File: src/rtl/audio_clkgen_nco.sv
// audio_clkgen_nco: fractional (NCO) audio clock, sample strobe and click-free fade for HDMI audio.
// Latency: clk_audio, sample_stb and audio_out are registered; audio_in is captured on the edge
//    that raises sample_stb. Backpressure: none, the strobe free-runs at the selected rate.
// Ports:
//   clk_pixel   pixel clock, every flop on its rising edge
//   reset       asynchronous, active-high
//   rate_sel    00=48k 01=44.1k 10=32k 11=96k, may change at any time
//   mute        1 = fade to silence and stay there
//   audio_in    CHANNELS packed signed samples, channel 0 in the MSBs
//   clk_audio   square wave whose average frequency is the active sample rate
//   sample_stb  one-cycle pulse in the same cycle clk_audio rises
//   audio_out   attenuated samples, updated together with sample_stb
//   rate_busy   a rate change is pending or being applied
module audio_clkgen_nco #(
   parameter int unsigned CLK_HZ   = 32000000,
   parameter int unsigned CHANNELS = 2,
   parameter int unsigned SAMPLE_W = 16,
   parameter int unsigned ACC_W    = 32
) (
   input  logic                         clk_pixel,
   input  logic                         reset,
   input  logic [1:0]                   rate_sel,
   input  logic                         mute,
   input  logic [CHANNELS*SAMPLE_W-1:0] audio_in,
   output logic                         clk_audio,
   output logic                         sample_stb,
   output logic [CHANNELS*SAMPLE_W-1:0] audio_out,
   output logic                         rate_busy
);

   localparam int unsigned      ATT_W    = $clog2(SAMPLE_W + 1);
   localparam logic [ATT_W-1:0] ATT_MAX  = ATT_W'(SAMPLE_W);
   localparam logic [ATT_W-1:0] ATT_ONE  = ATT_W'(1);
   localparam logic [ACC_W:0]   MODULUS  = (ACC_W+1)'(CLK_HZ);
   localparam logic [1:0]       RATE_48K = 2'b00;

   typedef enum logic [2:0] {
      ST_MUTED    = 3'd0,
      ST_FADE_IN  = 3'd1,
      ST_PLAY     = 3'd2,
      ST_FADE_OUT = 3'd3,
      ST_SWITCH   = 3'd4
   } state_t;

   state_t                       state_q, state_d;
   logic                         pend_q, pend_d;
   logic [1:0]                   rate_q, rate_d;
   logic [ACC_W-1:0]             acc_q, acc_d;
   logic                         clk_audio_q, clk_audio_d;
   logic                         stb_q, stb_d;
   logic [ATT_W-1:0]             atten_q, atten_d;
   logic [CHANNELS*SAMPLE_W-1:0] out_q, out_d;

   logic                         rate_diff;
   logic [ACC_W:0]               inc;
   logic [ACC_W:0]               sum;
   logic                         wrap;
   logic                         nco_hold;
   logic signed [SAMPLE_W-1:0]   smp_s;
   logic signed [SAMPLE_W-1:0]   shf_s;

   // ------------------------------------------------------------------
   // Fade / rate-switch controller
   // ------------------------------------------------------------------
   always_comb begin
      state_d   = state_q;
      pend_d    = pend_q;
      rate_d    = rate_q;
      rate_diff = (rate_sel != rate_q);

      case (state_q)
         ST_PLAY: begin
            if (rate_diff) begin
               state_d = ST_FADE_OUT;
               pend_d  = 1'b1;
            end else if (mute) begin
               state_d = ST_FADE_OUT;
               pend_d  = 1'b0;
            end
         end

         ST_FADE_OUT: begin
            // A rate request arriving during a mute fade is latched here, so a
            // later unmute cannot turn the fade around before the switch happens.
            pend_d = pend_q | rate_diff;
            if (atten_q == ATT_MAX) begin
               state_d = pend_d ? ST_SWITCH : ST_MUTED;
            end else if (!mute && !pend_d) begin
               state_d = ST_FADE_IN;
            end
         end

         ST_MUTED: begin
            if (rate_diff) begin
               state_d = ST_SWITCH;
            end else if (!mute) begin
               state_d = ST_FADE_IN;
            end
         end

         ST_SWITCH: begin
            // rate_sel is read here rather than when the request was seen, so
            // the most recent selection is the one that takes effect.
            rate_d  = rate_sel;
            pend_d  = 1'b0;
            state_d = mute ? ST_MUTED : ST_FADE_IN;
         end

         ST_FADE_IN: begin
            if (rate_diff || mute) begin
               state_d = ST_FADE_OUT;
               pend_d  = rate_diff;
            end else if (atten_q == '0) begin
               state_d = ST_PLAY;
            end
         end

         default: begin
            state_d = ST_MUTED;
            pend_d  = 1'b0;
         end
      endcase
   end

   // ------------------------------------------------------------------
   // NCO: accumulate 2*rate per cycle modulo CLK_HZ; each wrap is one
   // half-period of clk_audio, so the long-run rate is exact.
   // ------------------------------------------------------------------
   always_comb begin
      inc = '0;
      case (rate_q)
         2'b00:   inc = (ACC_W+1)'(96000);
         2'b01:   inc = (ACC_W+1)'(88200);
         2'b10:   inc = (ACC_W+1)'(64000);
         default: inc = (ACC_W+1)'(192000);
      endcase

      // One extra bit so acc + inc can never overflow before the compare.
      sum  = {1'b0, acc_q} + inc;
      wrap = (sum >= MODULUS);

      // The phase is cleared on entry to the switch cycle and held through it,
      // so clk_audio is already low while the new rate is being loaded.
      nco_hold = (state_q == ST_SWITCH) || (state_d == ST_SWITCH);

      if (nco_hold) begin
         acc_d       = '0;
         clk_audio_d = 1'b0;
         stb_d       = 1'b0;
      end else begin
         acc_d       = ACC_W'(wrap ? (sum - MODULUS) : sum);
         clk_audio_d = clk_audio_q ^ wrap;
         stb_d       = wrap & ~clk_audio_q;
      end
   end

   // ------------------------------------------------------------------
   // Sample capture and attenuation. The shift uses the attenuation in
   // force before this strobe; the step towards the fade target follows.
   // ------------------------------------------------------------------
   always_comb begin
      out_d   = out_q;
      atten_d = atten_q;
      smp_s   = '0;
      shf_s   = '0;

      if (stb_d) begin
         for (int c = 0; c < int'(CHANNELS); c++) begin
            smp_s = audio_in[c*SAMPLE_W +: SAMPLE_W];
            shf_s = smp_s >>> atten_q;
            // A full-width arithmetic shift leaves -1 for negative samples;
            // full attenuation must be true silence.
            out_d[c*SAMPLE_W +: SAMPLE_W] = (atten_q == ATT_MAX) ? '0 : shf_s;
         end

         if ((state_q == ST_FADE_OUT) && (atten_q != ATT_MAX)) begin
            atten_d = atten_q + ATT_ONE;
         end else if ((state_q == ST_FADE_IN) && (atten_q != '0)) begin
            atten_d = atten_q - ATT_ONE;
         end
      end
   end

   // ------------------------------------------------------------------
   // State registers
   // ------------------------------------------------------------------
   always_ff @(posedge clk_pixel or posedge reset) begin
      if (reset) begin
         state_q     <= ST_MUTED;
         pend_q      <= 1'b0;
         rate_q      <= RATE_48K;
         acc_q       <= '0;
         clk_audio_q <= 1'b0;
         stb_q       <= 1'b0;
         atten_q     <= ATT_MAX;
         out_q       <= '0;
      end else begin
         state_q     <= state_d;
         pend_q      <= pend_d;
         rate_q      <= rate_d;
         acc_q       <= acc_d;
         clk_audio_q <= clk_audio_d;
         stb_q       <= stb_d;
         atten_q     <= atten_d;
         out_q       <= out_d;
      end
   end

   assign clk_audio  = clk_audio_q;
   assign sample_stb = stb_q;
   assign audio_out  = out_q;
   assign rate_busy  = pend_q | (state_q == ST_SWITCH);

endmodule
File: config.mk
export PLATFORM = sky130hd
export DESIGN_NAME = audio_clkgen_nco
export DESIGN_NICKNAME = d
export VERILOG_FILES = /design/src/rtl/audio_clkgen_nco.sv
export SDC_FILE = /design/constraint.sdc
export NUM_CORES = 1
export LEC_CHECK = 0
export ABC_CLOCK_PERIOD_IN_PS = 4830
export BUFFER_PORTS_ARGS = -buffer_cell sky130_fd_sc_hd__buf_2
export CORE_UTILIZATION = 30
export CTS_BUF_LIST = sky130_fd_sc_hd__clkbuf_4
export DETAILED_ROUTE_END_ITERATION = 7
export GPL_TIMING_DRIVEN = 1
export PLACE_DENSITY = 0.57
export SYNTH_ARGS = -nofsm -noshare
export SYNTH_HDL_FRONTEND = slang
export SYNTH_SLANG_ARGS = --single-unit
File: constraint.sdc
create_clock -name clk_pixel -period 4.83 [get_ports clk_pixel]
set_input_delay 0.966 -clock clk_pixel [delete_from_list [all_inputs] [get_ports clk_pixel]]
set_output_delay 0.966 -clock clk_pixel [all_outputs]
set_load 0.05 [all_outputs]
* Word level (Yosys, flattened, before mapping)
Cells that the tools add are included.
** Word-level totals
- Register bits after elaboration :: 77
- Word-level logic and storage cells :: 71
- Input bits :: 37
- Output and inout bits :: 35
** Cells by class
- Muxes and demuxes :: 24
- Order comparisons :: 1
- Reduce and logical (&&, ||, !) cells :: 14
- Shift-type cells :: 2
- Bitwise operators :: 6
- Equality and inequality tests :: 12
- Add/subtract/negate cells :: 4
** Operator list (number)
- $mux W32 :: 2
- $pmux W18 S3 :: 1
- $add A32 B18 Y33 :: 1
- $ge A33 B25 Y1 const B :: 1
- $mux W16 :: 2
- $sshr A16 B5 Y16 :: 2
- $sub A32 B25 Y32 const B :: 1
- $mux W3 :: 9
- $pmux W3 S5 :: 1
- $mux W5 :: 2
- $eq A3 B2 Y1 const B :: 2
- $eq A3 B3 Y1 const B :: 2
- $mux W1 :: 6
- $add A5 B1 Y5 const B :: 1
- $eq A5 B5 Y1 const B :: 1
- $logic_not A5 Y1 :: 1
- $ne A5 B5 Y1 const B :: 1
- $reduce_bool A5 Y1 :: 1
- $sub A5 B1 Y5 const B :: 1
- $pmux W1 S4 :: 1
- $eq A3 B1 Y1 const B :: 1
- $logic_and A1 B1 Y1 :: 3
- $logic_not A3 Y1 :: 1
- $ne A3 B3 Y1 const B :: 1
- 14 further kinds :: 18

* Logic depth before layout (Yosys ltp)
- Depth in word-level cells :: 11
- Gate-level depth with buffers :: 24
- Gate-level depth less buffers :: 21

* Worst setup path after synthesis
OpenSTA, ideal clock, no wires.
- Kind :: register -> register
- Start :: register rate_q[0]
- End :: register atten_q[1]
- Required time :: 4.705 ns
- Library setup time :: 0.125 ns
- Stages on the path, launching flop included :: 22
- Buffers on the path :: 3
- Slack :: 0.308 ns
- Arrival time :: 4.397 ns
- Period minus slack after synthesis :: 4.522 ns
- Cell sequence :: dfrtp_1 inv_1 ha_1 nor2_1 nor2_1 ha_1 clkbuf_1 nand2_1 o21ai_0 nor2_1 a21oi_2 and4b_1 a21oi_2 or3_4 o311a_4 inv_2 buf_6 ha_1 nand2_1 or3_1 clkbuf_1 mux2_2
** Between the ends
- Longest elaborated chain between the ends :: 11
- Elaborated cells on any way between the ends :: 23
- Classes of those cells :: add/sub (1); order compare (1); eq/ne (4); mux (9); bitwise (2); reduce/logical (6)
** Ends and longest elaborated chain
- start: declaration :: line 47 : logic [1:0] rate_q, rate_d;
- start signal: assignment :: line 200 : rate_q <= rate_d;
- branches (longest 9 deep; another with $add A32 B18 Y33)
- $mux W1 (*) :: line 146 : if (nco_hold) begin
- $reduce_and A2 Y1 (no source line) (*)
- end signal: assignment :: line 204 : atten_q <= atten_d;
- end: declaration :: line 51 : logic [ATT_W-1:0] atten_q, atten_d;
Mark *: on every way between the ends.
A chain may end at the register's enable or synchronous reset.

* Final worst setup path
- Start :: register rate_q[1]
- End :: register atten_q[1]
The elaborated chain is that of the path after synthesis.

==> flow_summary.json <==
{
  "critPathTopFamily": "compound AO/OA/AOI/OAI gates",
  "layout_common_cells": "95 x nand2_1, 80 x nor2_1, 72 x dfrtp_1, 71 x buf_2, 67 x o21ai_0",
  "fin_nets": 845,
  "r2r_cells": 17,
  "maxSlewViolCount": 0,
  "drc_errors": 0,
  "crit_fanout": 18,
  "drive_gt1_share_pct": 19.65,
  "clk_pin_slew_worst_paths_ns": 0.13,
  "clock-sinks": 74,
  "ys.flop_type": "dfrtp_1",
  "mappedNetlistNets": 791,
  "fin_crit_ns": 4.612,
  "ys_seq_area_share_pct": 30.98,
  "cp.required_ns": 5.19,
  "die_w_um": 143.2,
  "htreeDepth": 3,
  "run_status": "complete, no violations",
  "tightest_slew_ns": 0.9728,
  "skew_ns": 0.02470,
  "max_stage_delay_ns": 0.46,
  "ys_warn_count": 0,
  "drtAntennaViolNets": 0,
  "ctsResizeCount": 0,
  "dieHeight_um": 143.2,
  "wire_per_inst_um": 15.41,
  "routed_wirelength_mm": 16.24,
  "grt_pass1_wl_mm": 26.60,
  "via_per_inst": 5.112,
  "hpwl_mm": 12.35,
  "drt_first_iter_violations": 345,
  "synth_seq_cells": 74,
  "end_kind": "register",
  "cts_buffers": 9,
  "yosysUniqueCellTypes": 66,
  "netlist_instances": 731,
  "setup_viol": 0,
  "finalHoldViolations": 0,
  "r2r_start": "rate_q[1]",
  "synth_top_cell_by_area": "dfrtp_1",
  "synth-edff-count": 0,
  "vias": 5388,
  "grtUsageTotal_pct": 16.56,
  "holdBufCountCts": 0,
  "setup_ws_ns": 0.2176,
  "core_um2": 19530,
  "grt_max_degree": 63,
  "cts_max_path_buffers": 2,
  "io_pins": 72,
  "antenna_found_initial": 0,
  "min_path_cells": 2,
  "clk_latency_ns": 0.47,
  "root_buffer": "clkbuf_4",
  "dp.cells": 1039,
  "stdcell_count": 1054,
  "dieArea_um2": 20510,
  "synth_area_um2": 5982,
  "rsz0062_at_grt": "no",
  "crit_cells": 17,
  "multiInputGateArea_um2": 3891,
  "crit_buf_inv": 3,
  "synthArstFlopShare_pct": 100.0,
  "drv_cap": 0,
  "hold_path_class": "reg -> reg",
  "period_share_pct": 95.49,
  "firstDrtPassIters": 5,
  "rows": 51,
  "clock.fmax_ghz": 0.2168,
  "port-buffer-count": 71,
  "cp-start-kind": "register",
  "cp_cell_sequence": "inv_1 -> ha_1 -> inv_1 -> ha_1 -> o211ai_1 -> a21o_1 -> a2111o_1 -> a21oi_2 -> o21bai_2 -> a21oi_2 -> or3_4 -> o311a_4 -> inv_4 -> ha_1 -> nand2_2 -> or3_4 -> mux2_2",
  "seqCellArea_um2": 1854,
  "syn_avg_cell_area_um2": 8.183,
  "diodes": 0,
  "startpoint": "rate_q[1]",
  "dpl_worst_slack_ns": 0.05193,
  "start_util_pct": 30.64,
  "synth_area_leaders": "dfrtp_1 31%, nand2_1 6.0%, o21ai_0 5.6%",
  "relSlewSlack_pct": 35.14,
  "areaGrowthSynthToFinish_pct": 14.41,
  "netlist.area_leader.share_pct": 30.54,
  "cpMostUsedCell": "ha_1",
  "post_cts_buffers": 0,
  "crit_arrival_ns": 4.97,
  "worstHoldStart": "audio_out[27]",
  "timing.setup.tns_ns": 0,
  "cts_tree": "built",
  "final_common_cell": "nand2_1",
  "cp_slowest_cell": "a2111o_1",
  "hold_ws_ns": 0.4876,
  "criticalPathCategory": "reg -> reg",
  "grt_pass1_vias": 5070,
  "grt_overflow": 0,
  "routabilityCongestion": 0.9022,
  "fillers": 2079
}
==> metal layers <==
metal | part of all wire, % | vias to the layer above | track usage, % | routed length, um
li1 | - | 2721 | - | -
met2 | 47 | 111 | 26.60 | 7602
met4 | 1.7 | 0 | 5.655 | 270
met3 | 3.4 | 22 | 2.582 | 554
met1 | 48 | 2534 | 22.53 | 7816
met5 | 0 | - | 0 | 0
==> state kept, by name, summed over array words and instances (netlist names) <==
signal      count
acc_q          29
atten_q         5
audio_out      32
clk_audio       1
pend_q          1
rate_q          2
sample_stb      1
state_q         3
==> cells in the mapped netlist (all sizes together) (11+ instances only) <==
library cell and instances:
nand2 96, nor2 80, dfrtp 73, o21ai 72
a21oi 54, clkbuf 34, mux2i 30, inv 27
ha 22, xnor2 22, xor2 22, nor3 21
nand3 20, mux2 14, mux4 11
==> area by class of cell <==
| type | instances | area share [%] |
|---|---|---|
| tap | 265 | 4.845 |
| inverter | 27 | 1.536 |
| clock inverter | 6 | 1.554 |
| clock buffer | 9 | 0.9872 |
| timing repair buffer | 87 | 7.130 |
| sequential | 74 | 27.09 |
| multi-input combinational | 586 | 56.86 |
==> worst register-to-register path, stage by stage, from the launching register on <==
cell and delay, ns:
dfrtp_1 0.44, inv_1 0.12, ha_1 0.30, inv_1 0.04, ha_1 0.40, o211ai_1 0.15
a21o_1 0.24, a2111o_1 0.46, a21oi_2 0.19, o21bai_2 0.15, a21oi_2 0.10, or3_4 0.42
o311a_4 0.38, inv_4 0.17, ha_1 0.19, nand2_2 0.07, or3_4 0.42, mux2_2 0.28
==> final timing paths <==
| kind | to | slack (ns) |
|---|---|---|
| worst max-delay path | atten_q[1] | 0.22 |
| worst min-delay path | audio_out[27] | 0.49 |
| worst max register to register | atten_q[1] | 0.22 |
| worst min register to register | audio_out[27] | 0.49 |
| max in group asynchronous | rate_q[0] | 3.27 |
| min in group asynchronous | sample_stb | 0.67 |
==> metrics by stage <==
stage / area [um2] / utilization, %
final: 6844 / 35.05
after global routing: 6844 / 35.05
after CTS: 6810 / 34.88
after detailed placement: 6636 / 33.99
after global placement: 6636 / 33.99
after floorplan: 5982 / -
==> cell families after synthesis <==
kind of cell | count (synthesis) | share of synthesized area [%]
buf+inv | 71 | 4.832
compound gates | 191 | 19.97
fa+ha+maj | 23 | 4.936
flops | 74 | 30.98
mux | 55 | 11.80
xor+xnor | 44 | 6.442
simple gates | 273 | 21.04
Power is left out: the tool's default activity adds up to more than one toggle a clock period on the data nets, which glitch-free logic cannot reach.
